### src/rtl/mfcc_frame_scheduler_if.sv
// Control/status bundle between the MFCC frame scheduler (slave) and the block driving it (master).
interface mfcc_frame_scheduler_if #(
  parameter int FRAME_CNT_W = 16
);
  logic                   enable_i;
  logic                   continuous_i;
  logic [FRAME_CNT_W-1:0] num_frames_i;
  logic                   frame_ready_i;
  logic                   win_idle_i;
  logic                   hamming_done_i;
  logic                   fft_ready_i;
  logic                   hamming_start_o;
  logic                   fft_start_o;
  logic                   move_o;
  logic [FRAME_CNT_W-1:0] frame_idx_o;
  logic                   busy_o;
  logic                   done_o;
  logic                   error_o;

  modport master (
    output enable_i, continuous_i, num_frames_i, frame_ready_i, win_idle_i, hamming_done_i, fft_ready_i,
    input  hamming_start_o, fft_start_o, move_o, frame_idx_o, busy_o, done_o, error_o
  );

  modport slave (
    input  enable_i, continuous_i, num_frames_i, frame_ready_i, win_idle_i, hamming_done_i, fft_ready_i,
    output hamming_start_o, fft_start_o, move_o, frame_idx_o, busy_o, done_o, error_o
  );
endinterface

### src/rtl/mfcc_frame_scheduler.sv
// MFCC frame sequencer: window full -> Hamming -> FFT handshake (held until accepted) -> window move; 1-cycle registered latency per step.
// FRAME_SCHED_TIMEOUT_EN adds a RUN_HAMMING watchdog driving a sticky error_o; otherwise error_o is tied low.
module mfcc_frame_scheduler #(
  parameter int FRAME_CNT_W = 16
`ifdef FRAME_SCHED_TIMEOUT_EN
  , parameter int TIMEOUT_CYCLES = 4096
`endif
) (
  input  logic                 clk,
  input  logic                 rst,
  mfcc_frame_scheduler_if.slave bus
);

  typedef enum logic [2:0] {
    S_IDLE,
    S_WAIT_FRAME,
    S_RUN_HAMMING,
    S_WAIT_FFT,
    S_MOVE,
    S_DONE
  } state_t;

  state_t                 r_state;
  logic                   r_pending;
  logic [FRAME_CNT_W-1:0] r_num_frames;
  logic [FRAME_CNT_W-1:0] r_frame_idx;
  logic                   r_ham_start;
  logic                   r_fft_start;
  logic                   r_move;
  logic                   r_busy;
  logic                   r_done;

  logic [FRAME_CNT_W-1:0] w_idx_nxt;
  logic                   w_last;

`ifdef FRAME_SCHED_TIMEOUT_EN
  localparam int TMO_W = $clog2(TIMEOUT_CYCLES + 1);
  logic [TMO_W-1:0] r_tmo_cnt;
  logic             r_error;
`endif

  assign w_idx_nxt = r_frame_idx + FRAME_CNT_W'(1);
  assign w_last    = !bus.continuous_i && (w_idx_nxt == r_num_frames);

  always_ff @(posedge clk or posedge rst) begin
    if (rst) begin
      r_state      <= S_IDLE;
      r_pending    <= 1'b0;
      r_num_frames <= '0;
      r_frame_idx  <= '0;
      r_ham_start  <= 1'b0;
      r_fft_start  <= 1'b0;
      r_move       <= 1'b0;
      r_busy       <= 1'b0;
      r_done       <= 1'b0;
`ifdef FRAME_SCHED_TIMEOUT_EN
      r_tmo_cnt    <= '0;
      r_error      <= 1'b0;
`endif
    end else begin
      r_ham_start <= 1'b0;
      r_move      <= 1'b0;
      r_done      <= 1'b0;

      // Early window-ready pulses are remembered; the WAIT_FRAME consume below overrides this set.
      if (bus.frame_ready_i && ((r_state != S_IDLE) || bus.enable_i))
        r_pending <= 1'b1;

      case (r_state)
        S_IDLE: begin
          if (bus.enable_i) begin
            r_busy <= 1'b1;
            if (!bus.continuous_i && (bus.num_frames_i == '0)) begin
              r_state <= S_DONE;
              r_done  <= 1'b1;
            end else begin
              r_state      <= S_WAIT_FRAME;
              r_num_frames <= bus.num_frames_i;
              r_frame_idx  <= '0;
`ifdef FRAME_SCHED_TIMEOUT_EN
              r_error      <= 1'b0;
`endif
            end
          end
        end

        S_WAIT_FRAME: begin
          if (!bus.enable_i) begin
            r_state   <= S_IDLE;
            r_pending <= 1'b0;
            r_busy    <= 1'b0;
          end else if (r_pending || bus.frame_ready_i) begin
            r_state     <= S_RUN_HAMMING;
            r_ham_start <= 1'b1;
            r_pending   <= 1'b0;
`ifdef FRAME_SCHED_TIMEOUT_EN
            r_tmo_cnt   <= '0;
`endif
          end
        end

        S_RUN_HAMMING: begin
          if (bus.hamming_done_i) begin
            r_state     <= S_WAIT_FFT;
            r_fft_start <= 1'b1;
          end
`ifdef FRAME_SCHED_TIMEOUT_EN
          else if (r_tmo_cnt == TMO_W'(TIMEOUT_CYCLES - 1)) begin
            r_state <= S_IDLE;
            r_error <= 1'b1;
            r_busy  <= 1'b0;
          end else begin
            r_tmo_cnt <= r_tmo_cnt + TMO_W'(1);
          end
`endif
        end

        S_WAIT_FFT: begin
          if (r_fft_start && bus.fft_ready_i) begin
            r_state     <= S_MOVE;
            r_fft_start <= 1'b0;
          end
        end

        S_MOVE: begin
          if (bus.win_idle_i) begin
            r_move <= 1'b1;
            if (w_last) begin
              r_state <= S_DONE;
              r_done  <= 1'b1;
            end else begin
              r_state     <= S_WAIT_FRAME;
              r_frame_idx <= w_idx_nxt;
            end
          end
        end

        S_DONE: begin
          r_state <= S_IDLE;
          r_busy  <= 1'b0;
        end

        default: begin
          r_state     <= S_IDLE;
          r_busy      <= 1'b0;
          r_fft_start <= 1'b0;
        end
      endcase
    end
  end

  assign bus.hamming_start_o = r_ham_start;
  assign bus.fft_start_o     = r_fft_start;
  assign bus.move_o          = r_move;
  assign bus.frame_idx_o     = r_frame_idx;
  assign bus.busy_o          = r_busy;
  assign bus.done_o          = r_done;
`ifdef FRAME_SCHED_TIMEOUT_EN
  assign bus.error_o         = r_error;
`else
  assign bus.error_o         = 1'b0;
`endif

endmodule

### src/flat_wrapper.sv
// flat-port wrapper written by rule: the top's interface ports become plain ports
module mfcc_frame_scheduler_flat 
#(
  parameter int FRAME_CNT_W = 16

)
  (clk, rst, bus_enable_i, bus_continuous_i, bus_num_frames_i, bus_frame_ready_i, bus_win_idle_i, bus_hamming_done_i, bus_fft_ready_i, bus_hamming_start_o, bus_fft_start_o, bus_move_o, bus_frame_idx_o, bus_busy_o, bus_done_o, bus_error_o);
  mfcc_frame_scheduler_if #(.FRAME_CNT_W(FRAME_CNT_W)) bus_i ();
  input  logic clk;
  input  logic rst;
  input wire logic [$bits(bus_i.enable_i)-1:0] bus_enable_i;
  input wire logic [$bits(bus_i.continuous_i)-1:0] bus_continuous_i;
  input wire logic [$bits(bus_i.num_frames_i)-1:0] bus_num_frames_i;
  input wire logic [$bits(bus_i.frame_ready_i)-1:0] bus_frame_ready_i;
  input wire logic [$bits(bus_i.win_idle_i)-1:0] bus_win_idle_i;
  input wire logic [$bits(bus_i.hamming_done_i)-1:0] bus_hamming_done_i;
  input wire logic [$bits(bus_i.fft_ready_i)-1:0] bus_fft_ready_i;
  output wire logic [$bits(bus_i.hamming_start_o)-1:0] bus_hamming_start_o;
  output wire logic [$bits(bus_i.fft_start_o)-1:0] bus_fft_start_o;
  output wire logic [$bits(bus_i.move_o)-1:0] bus_move_o;
  output wire logic [$bits(bus_i.frame_idx_o)-1:0] bus_frame_idx_o;
  output wire logic [$bits(bus_i.busy_o)-1:0] bus_busy_o;
  output wire logic [$bits(bus_i.done_o)-1:0] bus_done_o;
  output wire logic [$bits(bus_i.error_o)-1:0] bus_error_o;
  assign bus_i.enable_i = bus_enable_i;
  assign bus_i.continuous_i = bus_continuous_i;
  assign bus_i.num_frames_i = bus_num_frames_i;
  assign bus_i.frame_ready_i = bus_frame_ready_i;
  assign bus_i.win_idle_i = bus_win_idle_i;
  assign bus_i.hamming_done_i = bus_hamming_done_i;
  assign bus_i.fft_ready_i = bus_fft_ready_i;
  assign bus_hamming_start_o = bus_i.hamming_start_o;
  assign bus_fft_start_o = bus_i.fft_start_o;
  assign bus_move_o = bus_i.move_o;
  assign bus_frame_idx_o = bus_i.frame_idx_o;
  assign bus_busy_o = bus_i.busy_o;
  assign bus_done_o = bus_i.done_o;
  assign bus_error_o = bus_i.error_o;
  mfcc_frame_scheduler #(.FRAME_CNT_W(FRAME_CNT_W)) u_core (.clk(clk), .rst(rst), .bus(bus_i));
endmodule
### config.mk
export PLATFORM = sky130hd
export DESIGN_NAME = mfcc_frame_scheduler_flat
export DESIGN_NICKNAME = d
export VERILOG_FILES = /design/src/rtl/mfcc_frame_scheduler_if.sv /design/src/rtl/mfcc_frame_scheduler.sv /design/src/flat_wrapper.sv
export SDC_FILE = /design/constraint.sdc
export NUM_CORES = 1
export LEC_CHECK = 0
export ABC_AREA = 1
export CORE_ASPECT_RATIO = 1.25
export CORE_MARGIN = 2
export CORE_UTILIZATION = 57
export DETAILED_ROUTE_END_ITERATION = 6
export GPL_ROUTABILITY_DRIVEN = 0
export PLACE_DENSITY_LB_ADDON = 0.12
export SYNTH_ARGS = -nofsm -noshare
export SYNTH_HDL_FRONTEND = slang
export SYNTH_SLANG_ARGS = --single-unit
### constraint.sdc
create_clock -name clk -period 5 [get_ports clk]
set_clock_uncertainty 0.15 [all_clocks]
set_input_delay 1.25 -clock clk [delete_from_list [all_inputs] [get_ports clk]]
set_output_delay 1.25 -clock clk [all_outputs]
set_load 0.005 [all_outputs]
### Yosys cells after proc, flatten, opt, wreduce, memory -nomap -nowiden

Index checks and enable logic that the tools add are counted.

* input bits: 24
* word-level logic and storage cells: 79
* bits in registers: 41
* output and inout port bits: 22

* bitwise logic cells: 3
* reductions and logical operators: 18
* equal/unequal tests: 14
* mux-type cells: 34
* $add $sub $neg: 1

Operators by type and width (number)
* 16-bit two-way mux: 4
* 16-bit one-hot mux with 2 select lines: 1
* 3-bit two-way mux: 8
* 1-bit two-way mux: 17
* 16-bit by 1-bit adder with 16-bit output, second input constant: 1
* 16-bit == test: 1
* 16-bit zero test: 1
* 3-bit one-hot mux with 5 select lines: 1
* 2-bit inequality test, second input constant: 6
* 5-bit AND reduction: 2
* 3-bit AND reduction: 3
* 3-bit by 2-bit == test with 1-bit output, second input constant: 2
* 3-bit == test, second input constant: 2
* 1-bit one-hot mux with 3 select lines: 2
* 1-bit logical AND: 4
* 4-bit OR reduction: 1
* 3-bit by 1-bit == test with 1-bit output, second input constant: 1
* 3-bit zero test: 1
* 3-bit by 2-bit inequality test with 1-bit output, second input constant: 1
* 1-bit inverter: 3
* 3-bit nonzero test: 1
* 3-bit OR reduction: 1
* 1-bit logical OR: 2
* 2-bit by 1-bit inequality test with 1-bit output, second input constant: 1
* other kinds (3): 3

### Longest topological paths before layout

Gate-level depths: netlist of the first run.

* depth in word-level cells: 7
* depth in mapped cells: 17
* gate-level depth less buffers: 16

### Worst setup path before layout of the first run

OpenSTA, ideal clock, no wires.

* path type: input to register
* start point: in bus_num_frames_i[0]
* end point: reg u_core.r_frame_idx[10], in the netlist u_core.bus.frame_idx_o[10]
* slack: 2.153 ns
* arrival time: 2.580 ns
* stages on the path: 7
* required time: 4.733 ns
* path buffers: 1
* library setup time: 0.117 ns
* cells stage by stage: nor4_1 -> nand3_1 -> nor3_1 -> nand4_1 -> clkbuf_1 -> nand4_1 -> nand2_1

* longest elaborated chain between the ends: 4

Ends and longest elaborated chain
* from (decl): line flat_wrapper.sv:13 `input wire logic [$bits(bus_i.num_frames_i)-1:0] bus_num_frames_i;`
* 16-bit zero test: line mfcc_frame_scheduler.sv:73 `if (!bus.continuous_i && (bus.num_frames_i == '0)) begin`
* 1-bit logical AND: line mfcc_frame_scheduler.sv:73
* 2-bit inequality test (no line)
* 5-bit AND reduction (no line)
* to (signal assigned): line mfcc_frame_scheduler.sv:133 `r_frame_idx <= w_idx_nxt;`
* to (decl): line mfcc_frame_scheduler.sv:26 `logic [FRAME_CNT_W-1:0] r_frame_idx;`

No other way between the ends.
A chain may end at the register's enable or synchronous reset.

### Worst setup path in the final report of the first run

* start point: in bus_num_frames_i[0]
* end point: reg u_core.r_frame_idx[11], in the netlist u_core.bus.frame_idx_o[11]

The elaborated chain is that of the path after synthesis.

==> impl_metrics.json, run 1 <==
{
  "outcome": "finished, final reports clean",
  "start_util_pct": 59.96,
  "cts_setup_buffers": 0,
  "cellPowerDensity_nw_per_um2": 204.2,
  "dieArea_sq_um": 5296,
  "regArea_sq_um": 1026,
  "syn_inst": 389,
  "worstSkewPairLatency_ns": 0.30,
  "dr.pass1.iters": 5,
  "hold_slack_ns": 0.3546,
  "worstPathCellList": "clkdlybuf4s50_1 -> nor4_1 -> nand3_1 -> nor3_1 -> nand4_1 -> nand3_4 -> nand2_1 -> nand2_1",
  "port_buffers": 44,
  "hold_path.class": "reg2reg",
  "rsz0062_at_grt": "no",
  "via_per_inst": 5.448,
  "ff2ff_setup_slack_ns": 2.20,
  "p_leak_nw": 1.512,
  "antenna_left": 0,
  "syn_avg_cell_area_sq_um": 6.925,
  "drc": 0,
  "clock-sinks": 41,
  "synth_top_area_share_pct": 38.09,
  "fmax_mhz": 271.3,
  "synth_flop_cell": "dfrtp_1",
  "crit_path_top_delay_cell": "nand4_1",
  "worst_pin_slew_ns": 0.7999,
  "first_global_vias": 2504,
  "hold-path-cell-count": 2,
  "antenna_cells": 0,
  "worstSetupPathType": "in2reg",
  "yosysWarningCount": 0,
  "grt_pass1_wl_microns": 11250,
  "final_net_count": 457,
  "slowest_delay_ns": 0.69,
  "syn_nets": 414,
  "rows": 27,
  "hold_buffers": 0,
  "path_buf_inv": 1,
  "yosysMostFrequentCell": "nand2_1",
  "wl_microns": 6737,
  "synth_top_cells_by_count": "nand2_1, dfrtp_1, inv_1, nor2_1, nand3_1",
  "ys_top_cells_by_area": "dfrtp_1, nand2_1, nand4_1, nand3_1, inv_1",
  "yosys.area.top_type": "dfrtp_1",
  "path_delay_family": "simple AND/OR/NAND/NOR gates",
  "vdd_drop_max_mv": 0.1552,
  "clk_path_buf_depth": 2,
  "cts_buffers": 5,
  "cts-root-buf": "clkbuf_8",
  "cp-end-kind": "flop",
  "cts_tree": "built",
  "min_period_over_period_pct": 73.72,
  "drive_gt1_share_pct": 6.236,
  "async_reset_ff_share_pct": 100.0,
  "cp.depth": 8,
  "cts.htree.levels": 2,
  "worstPathRequired_ns": 5.08,
  "dpl.hpwl_microns": 5331,
  "hold_viol_final": 0,
  "fin_crit_ns": 3.686,
  "start_kind": "input port",
  "setup_viol": 0,
  "die_w_microns": 65.49,
  "die_h_microns": 80.86,
  "grt_util_all_layers_pct": 27.66,
  "grt_start_max_net_pins": 42,
  "ys_ff_latch": 41,
  "ctsResizeCount": 0,
  "clk_pin_slew_ns": 0.07,
  "cp_max_fo": 18,
  "n_fill_cell": 389,
  "path_common_cell": "nand2_1",
  "synthToLayoutAreaGrowth_pct": 21.83,
  "vias": 2675,
  "antenna_found_initial": 0,
  "synth_edf_count": 0,
  "synth_cell_types": 36,
  "boundaryPins": 46,
  "worst_r2r_path_depth": 8,
  "grt_overflow": 0,
  "setup_tns_ns": 0,
  "maxSlewHeadroom_pct": 46.51,
  "cap_violations": 0,
  "netlist_area_sq_um": 2694,
  "core-area_sq_um": 4493,
  "slew_viol_final": 0,
  "wl_per_cell_microns": 13.72,
  "ys_seq_area_share_pct": 38.09,
  "multiInputGateArea_sq_um": 1450,
  "drtIter0Drc": 173,
  "cp.arrival_ns": 3.77
}
logic make-up (layout without fill, tap and decap cells):
| group | after synthesis | count (layout) | synth area share [%] |
|---|---|---|---|
| other cells | 1 | 1 | 0.1392 |
| xor+xnor | 7 | 7 | 2.833 |
| buf+inv | 54 | 98 | 8.081 |
| simple gates | 257 | 257 | 44.17 |
| fa+ha+maj | 1 | 1 | 0.4644 |
| flops | 41 | 41 | 38.09 |
| compound gates | 28 | 28 | 6.224 |
registers in the layout, summed over array words and instances (netlist names):
name / cells
u_core.bus.done_o: 1
u_core.r_pending: 1
u_core.r_num_frames: 16
u_core.bus.frame_idx_o: 16
u_core.r_state: 3
u_core.bus.move_o: 1
u_core.bus.busy_o: 1
u_core.bus.hamming_start_o: 1
u_core.bus.fft_start_o: 1
report_power, final:
group / total [mW] / internal [mW] / switching (mW)
clock network: 0.274 / 0.163 / 0.111
registers: 0.345 / 0.338 / 0.00636
logic: 0.0516 / 0.0272 / 0.0244
total: 0.670 / 0.528 / 0.142
metrics by stage:
stage	setup slack (ns)	cell area (sq um)	total power, mW	instances	utilization (%)
after global placement	1.235	3166	0.4004	483	70.45
after CTS	1.349	3282	0.6723	491	73.04
after global routing	1.107	3282	0.6940	491	73.04
after detailed placement	1.069	3166	0.4024	483	70.45
final	1.314	3282	0.6701	491	73.04
after floorplan	2.153	2694	0.3744	389	-
final timing paths:
path	endpoint	start
min reg2reg	u_core.r_num_frames[0]	u_core.r_num_frames[0]
max	u_core.bus.frame_idx_o[11]	bus_num_frames_i[0]
min in group asynchronous	u_core.bus.move_o	rst
max reg2reg	u_core.bus.frame_idx_o[11]	u_core.r_state[1]
min	u_core.r_num_frames[0]	u_core.r_num_frames[0]
max in group asynchronous	u_core.r_num_frames[12]	rst
worst reg2reg max path: stages (launching register included):
cell,delay (ns)
dfrtp_1,0.40
nor2_1,0.14
inv_1,0.08
nor2_2,0.24
clkinv_1,0.48
o21ai_2,0.72
nand3_4,0.27
nand2_1,0.15
nand2_1,0.06
area by class of cell:
| cell class | count | area share (%) |
|---|---|---|
| well taps | 58 | 2.211 |
| repair buffers | 45 | 13.65 |
| multi-input cells | 294 | 44.19 |
| clock inverters | 1 | 0.9150 |
| clock buffers | 7 | 2.631 |
| inverters | 45 | 5.147 |
| flip-flops and latches | 41 | 31.26 |
per-layer routing:
layer / share of wire, % / up-vias / track usage (%) / routed length (microns)
met5: 0 / - / 0 / 0
met4: 3.5 / 0 / 9.792 / 233
met3: 5.0 / 18 / 4.017 / 337
met2: 49 / 99 / 51.94 / 3331
met1: 42 / 1201 / 31.65 / 2834
li1: - / 1357 / - / -
cells in the final DEF (no fill, tap or decap), types with 2 or more instances in the layout:
cell / n
nand3b_1: 5
a21oi_1: 11
nor2_1: 40
nand2_1: 128
xor2_1: 4
clkinv_1: 2
nand2_2: 3
inv_2: 3
dfrtp_1: 41
clkdlybuf4s50_1: 44
inv_1: 40
nor3b_1: 2
nand4_1: 28
nand3_1: 32
nor3_1: 4
xnor2_1: 2
nor2_2: 5
o21bai_1: 3
nor2_4: 3
clkbuf_8: 6
nor4_1: 3
nand3_4: 2
o211ai_1: 3
o21ai_0: 7
Power figures use the tool's default switching activity.
==> run 2, diff against run 1 <==
- CORE_UTILIZATION: 57 -> 48
- clock period: 5 -> 3.25 ns (I/O delays scaled with it)
==> run 2 against run 1 <==
Hold slack improved by 0.0092 ns. Worst setup slack worse by 0.70 ns. Flip-flop and latch count stayed put. Global-route usage is 4.1 points lower. Sequential power rose by 54%. Cell area grew 1.1%. Count of clock-buffer cells in the layout fell by 1. Critical endpoint is now u_core.r_num_frames[9]. Critical path depth up 1. First-iteration DRC count grew 24%. Highest routed layer unchanged. Via count rose by 0.97%.
==> impl_metrics.json, run 2 (same netlist as run 1, synthesis figures left out) <==
{
  "vias": 2701,
  "maxSlewHeadroom_pct": 47.70,
  "synthToLayoutAreaGrowth_pct": 23.18,
  "slew_viol_final": 0,
  "cts-root-buf": "clkbuf_8",
  "cts_buffers": 5,
  "hold_buffers": 0,
  "dr.pass1.iters": 4,
  "cts_tree": "built",
  "boundaryPins": 46,
  "worst_r2r_path_depth": 13,
  "grt_util_all_layers_pct": 23.58,
  "cellPowerDensity_nw_per_um2": 284.6,
  "cts_setup_buffers": 0,
  "cp-end-kind": "flop",
  "hold_path.class": "reg2reg",
  "wl_microns": 6786,
  "hold-path-cell-count": 2,
  "hold_viol_final": 0,
  "first_global_vias": 2523,
  "setup_viol": 0,
  "worst_pin_slew_ns": 0.7844,
  "rows": 30,
  "final_cell_mix": "nand2_1, clkdlybuf4s50_1, dfrtp_1, nor2_1, inv_1",
  "antenna_left": 0,
  "drc": 0,
  "vdd_drop_max_mv": 0.2094,
  "worstPathRequired_ns": 3.32,
  "clk_path_buf_depth": 2,
  "ctsResizeCount": 0,
  "holdPathEnd": "u_core.r_num_frames[6]",
  "p_leak_nw": 1.525,
  "cp_max_fo": 18,
  "worstSkewPairLatency_ns": 0.29,
  "r2r-end": "u_core.bus.frame_idx_o[11]",
  "fin_crit_ns": 2.634,
  "ff2ff_setup_slack_ns": 0.67,
  "fmax_mhz": 379.6,
  "core-area_sq_um": 5443,
  "min_period_over_period_pct": 81.05,
  "cts.htree.levels": 2,
  "antenna_cells": 0,
  "dieArea_sq_um": 6231,
  "hp-start": "u_core.r_num_frames[6]",
  "final_net_count": 463,
  "setup_tns_ns": 0,
  "drive_gt1_share_pct": 7.517,
  "start_util_pct": 49.49,
  "port_buffers": 44,
  "start_kind": "input port",
  "rsz0062_at_grt": "no",
  "grt_pass1_wl_microns": 11560,
  "cap_violations": 0,
  "clock-sinks": 41,
  "via_per_inst": 5.370,
  "outcome": "finished, final reports clean",
  "layout_commonest_cell": "nand2_1",
  "die_h_microns": 87.76,
  "drtIter0Drc": 214,
  "clk_pin_slew_ns": 0.08,
  "worstSetupPathType": "in2reg",
  "die_w_microns": 71.01,
  "dpl.hpwl_microns": 5367,
  "grt_overflow": 0,
  "cp.arrival_ns": 2.70,
  "wl_per_cell_microns": 13.49,
  "reg2reg_from": "u_core.bus.frame_idx_o[0]",
  "grt_start_max_net_pins": 42,
  "antenna_found_initial": 0,
  "final_core_util_pct": 60.97
}
-- run 2: layer usage --
layer | vias up | part of all wire, % | track usage (%)
met5 | - | 0 | 0
met4 | 0 | 3.0 | 10.12
met3 | 15 | 3.9 | 3.682
met2 | 77 | 51 | 42.82
met1 | 1236 | 42 | 27.54
li1 | 1373 | - | -
-- run 2: cell type report --
class,count,area (sq um)
Fill cell,497,2125
Multi-Input combinational cell,294,1450
Sequential cell,41,1026
Timing Repair Buffer,51,505.5
Inverter,45,168.9
Tap cell,64,80.08
Clock buffer,6,72.57
Clock inverter,2,15.01
-- run 2: how the worst max path moves through the flow --
| stage | endpoint | slack, ns | start | cells after the start |
|---|---|---|---|---|
| after floorplan | u_core.bus.frame_idx_o[10] | 0.84 | bus_num_frames_i[0] | 7 |
| after global placement | u_core.r_num_frames[7] | 0.35 | bus_num_frames_i[0] | 9 |
| after detailed placement | u_core.r_num_frames[9] | 0.28 | bus_num_frames_i[0] | 9 |
| after CTS | u_core.r_num_frames[9] | 0.59 | bus_num_frames_i[0] | 9 |
| after global routing | u_core.r_num_frames[15] | 0.37 | bus_num_frames_i[0] | 9 |
| final | u_core.r_num_frames[9] | 0.62 | bus_num_frames_i[0] | 9 |
-- run 2: critical path, cell delays in order --
cell and delay (ns):
clkdlybuf4s50_1 0.42, nor4_1 0.36, nand3_1 0.11, nor3_1 0.26, nand3_1 0.14, nand2_1 0.26, buf_12 0.18, nor2_1 0.04
a21oi_1 0.11
-- run 2: report_power, final --
group / leakage (nW) / internal [mW] / switching, mW
clock network: 0.0374 / 0.151 / 0.183
logic: 0.960 / 0.0419 / 0.0381
registers: 0.528 / 0.520 / 0.00952
total: 1.53 / 0.714 / 0.231
-- run 2: through the flow --
step	hold WS [ns]	worst slack, ns	power, mW	cells	cell area, sq um
after floorplan	0.3051	0.8404	0.5760	389	2694
after global placement	0.3366	0.3474	0.6192	495	3231
after detailed placement	0.3455	0.2820	0.6212	495	3231
after CTS	0.3666	0.5909	0.9549	503	3318
after global routing	0.3835	0.3748	0.9883	503	3318
final	0.3638	0.6158	0.9444	503	3318
==> run 3, diff against run 2 <==
- CORE_UTILIZATION: 48 -> 53
- clock period: 3.25 -> 2.6 ns (I/O delays scaled with it)
==> run 3 against run 2 <==
Die area down 9.0%. Sequential share of layout area is 1.2 points lower. Sequential power grew 25%. Via count up 2.0%. Largest cell class unchanged. Routed wire length is 1.4% higher. Hold slack got worse by 0.0038 ns. Critical path depth is 1 higher. First-iteration DRC count rose by 19%. Worst setup slack worse by 0.36 ns. Clock power is 62% higher. Total power is 39% higher.
==> impl_metrics.json, run 3 (same netlist as run 1, synthesis figures left out) <==
{
  "outcome": "finished, final reports clean",
  "slew_viol_final": 0,
  "cts_setup_buffers": 0,
  "antenna_cells": 0,
  "setup_viol": 0,
  "maxSlewHeadroom_pct": 64.41,
  "die_w_microns": 67.77,
  "grt_overflow": 0,
  "drive_gt1_share_pct": 10.62,
  "worst_pin_slew_ns": 0.5338,
  "clk_pin_slew_ns": 0.09,
  "hold_path.class": "reg2reg",
  "ff2ff_setup_slack_ns": 0.29,
  "cellPowerDensity_nw_per_um2": 379.8,
  "cts.htree.levels": 2,
  "clk_path_buf_depth": 2,
  "fin_ws_ns": 0.2552,
  "cap_violations": 0,
  "drc": 0,
  "dr.pass1.iters": 4,
  "dpl.hpwl_microns": 5425,
  "final_cell_mix": "nand2_1, clkdlybuf4s50_1, dfrtp_1, nor2_1, inv_1",
  "grt_pass1_wl_microns": 12030,
  "fin_crit_ns": 2.345,
  "boundaryPins": 46,
  "cp.arrival_ns": 2.43,
  "final_core_util_pct": 69.42,
  "antenna_found_initial": 0,
  "via_per_inst": 5.358,
  "wl_microns": 6878,
  "grt_util_all_layers_pct": 27.20,
  "cts_tree": "built",
  "rsz0062_at_grt": "no",
  "p_leak_nw": 1.610,
  "cts-root-buf": "clkbuf_8",
  "cp_max_fo": 18,
  "p_total_mw": 1.311,
  "port_buffers": 44,
  "first_global_vias": 2648,
  "worstSkewPairLatency_ns": 0.30,
  "rows": 29,
  "layout_commonest_cell": "nand2_1",
  "wl_per_cell_microns": 13.38,
  "vias": 2754,
  "place_area_sq_um": 3326,
  "synthToLayoutAreaGrowth_pct": 28.10,
  "antenna_left": 0,
  "dp_slack_ns": -0.1379,
  "cts_buffers": 5,
  "core-area_sq_um": 4971,
  "clock-sinks": 41,
  "die_h_microns": 83.71,
  "hold_viol_final": 0,
  "drtIter0Drc": 255,
  "start_kind": "input port",
  "cp-end-kind": "flop",
  "fmax_mhz": 426.5,
  "n_fill_cell": 438,
  "min_period_over_period_pct": 90.18,
  "dieArea_sq_um": 5673,
  "start_util_pct": 54.19,
  "final_net_count": 476,
  "vdd_drop_max_mv": 0.3041,
  "worstSetupPathType": "in2reg",
  "worstPathRequired_ns": 2.68,
  "grt_start_max_net_pins": 42,
  "setup_tns_ns": 0,
  "fin_area_sq_um": 3451
}
## run 3: changes by cell type in the layout (fill, tap and decap cells not counted)
| cell | change |
|---|---|
| nor3_1 | -1 |
| bufinv_16 | +1 |
| clkbuf_1 | -1 |
| clkinvlp_4 | -1 |
| buf_4 | +13 |
| clkbuf_8 | +1 |
| nor3_2 | +1 |
## run 3: routing by layer
layer  share of wire (%)  routed length (microns)  GRT usage (%)
met5                   0                        0              0
met4                 4.3                      297          12.06
met3                 5.5                      376          4.858
met2                  50                     3419          44.30
met1                  40                     2785          34.32
## run 3: worst paths after layout
| check | from | end | cells past startpoint |
|---|---|---|---|
| max in group asynchronous | rst | u_core.bus.done_o | 3 |
| hold / removal | u_core.r_num_frames[0] | u_core.r_num_frames[0] | 2 |
| setup / recovery | bus_num_frames_i[0] | u_core.bus.frame_idx_o[3] | 10 |
| setup reg to reg | u_core.bus.frame_idx_o[3] | u_core.bus.frame_idx_o[1] | 12 |
| hold reg to reg | u_core.r_num_frames[0] | u_core.r_num_frames[0] | 2 |
| min in group asynchronous | rst | u_core.bus.fft_start_o | 3 |
## run 3: critical path, stage by stage
cell and delay [ns]:
clkdlybuf4s50_1 0.43, nor4_1 0.28, buf_4 0.16, nand3_1 0.08, nor3_2 0.17, nand4_1 0.11, buf_4 0.22, nand3_4 0.18
nand2_1 0.07, nand2_1 0.06
## run 3: metrics by stage
stage                     hold WS, ns  instances
final                          0.3600        514
after global routing           0.3789        514
after CTS                      0.3640        514
after detailed placement       0.3419        506
after global placement         0.3307        506
after floorplan                0.3051        389
## run 3: layout make-up
type	count	area (sq um)	share of cell area [%]
flip-flops and latches	41	1026	29.73
multi-input cells	294	1455	42.17
clock buffers	6	82.58	2.393
clock inverters	2	37.54	1.088
repair buffers	64	603.1	17.48
inverters	45	168.9	4.895
well taps	62	77.57	2.248
## run 3: repair_timing
item | CTS | global route
gates resized for setup | 0 | 1
endpoints found under the setup margin | 0 | 18
hold buffers | 0 | 0
## run 3: power by group
part | internal (mW) | switching (mW) | leakage (nW)
Combinational | 0.0557 | 0.0498 | 1.02
Sequential | 0.650 | 0.0118 | 0.528
Clock | 0.312 | 0.231 | 0.0574
Total | 1.02 | 0.292 | 1.61
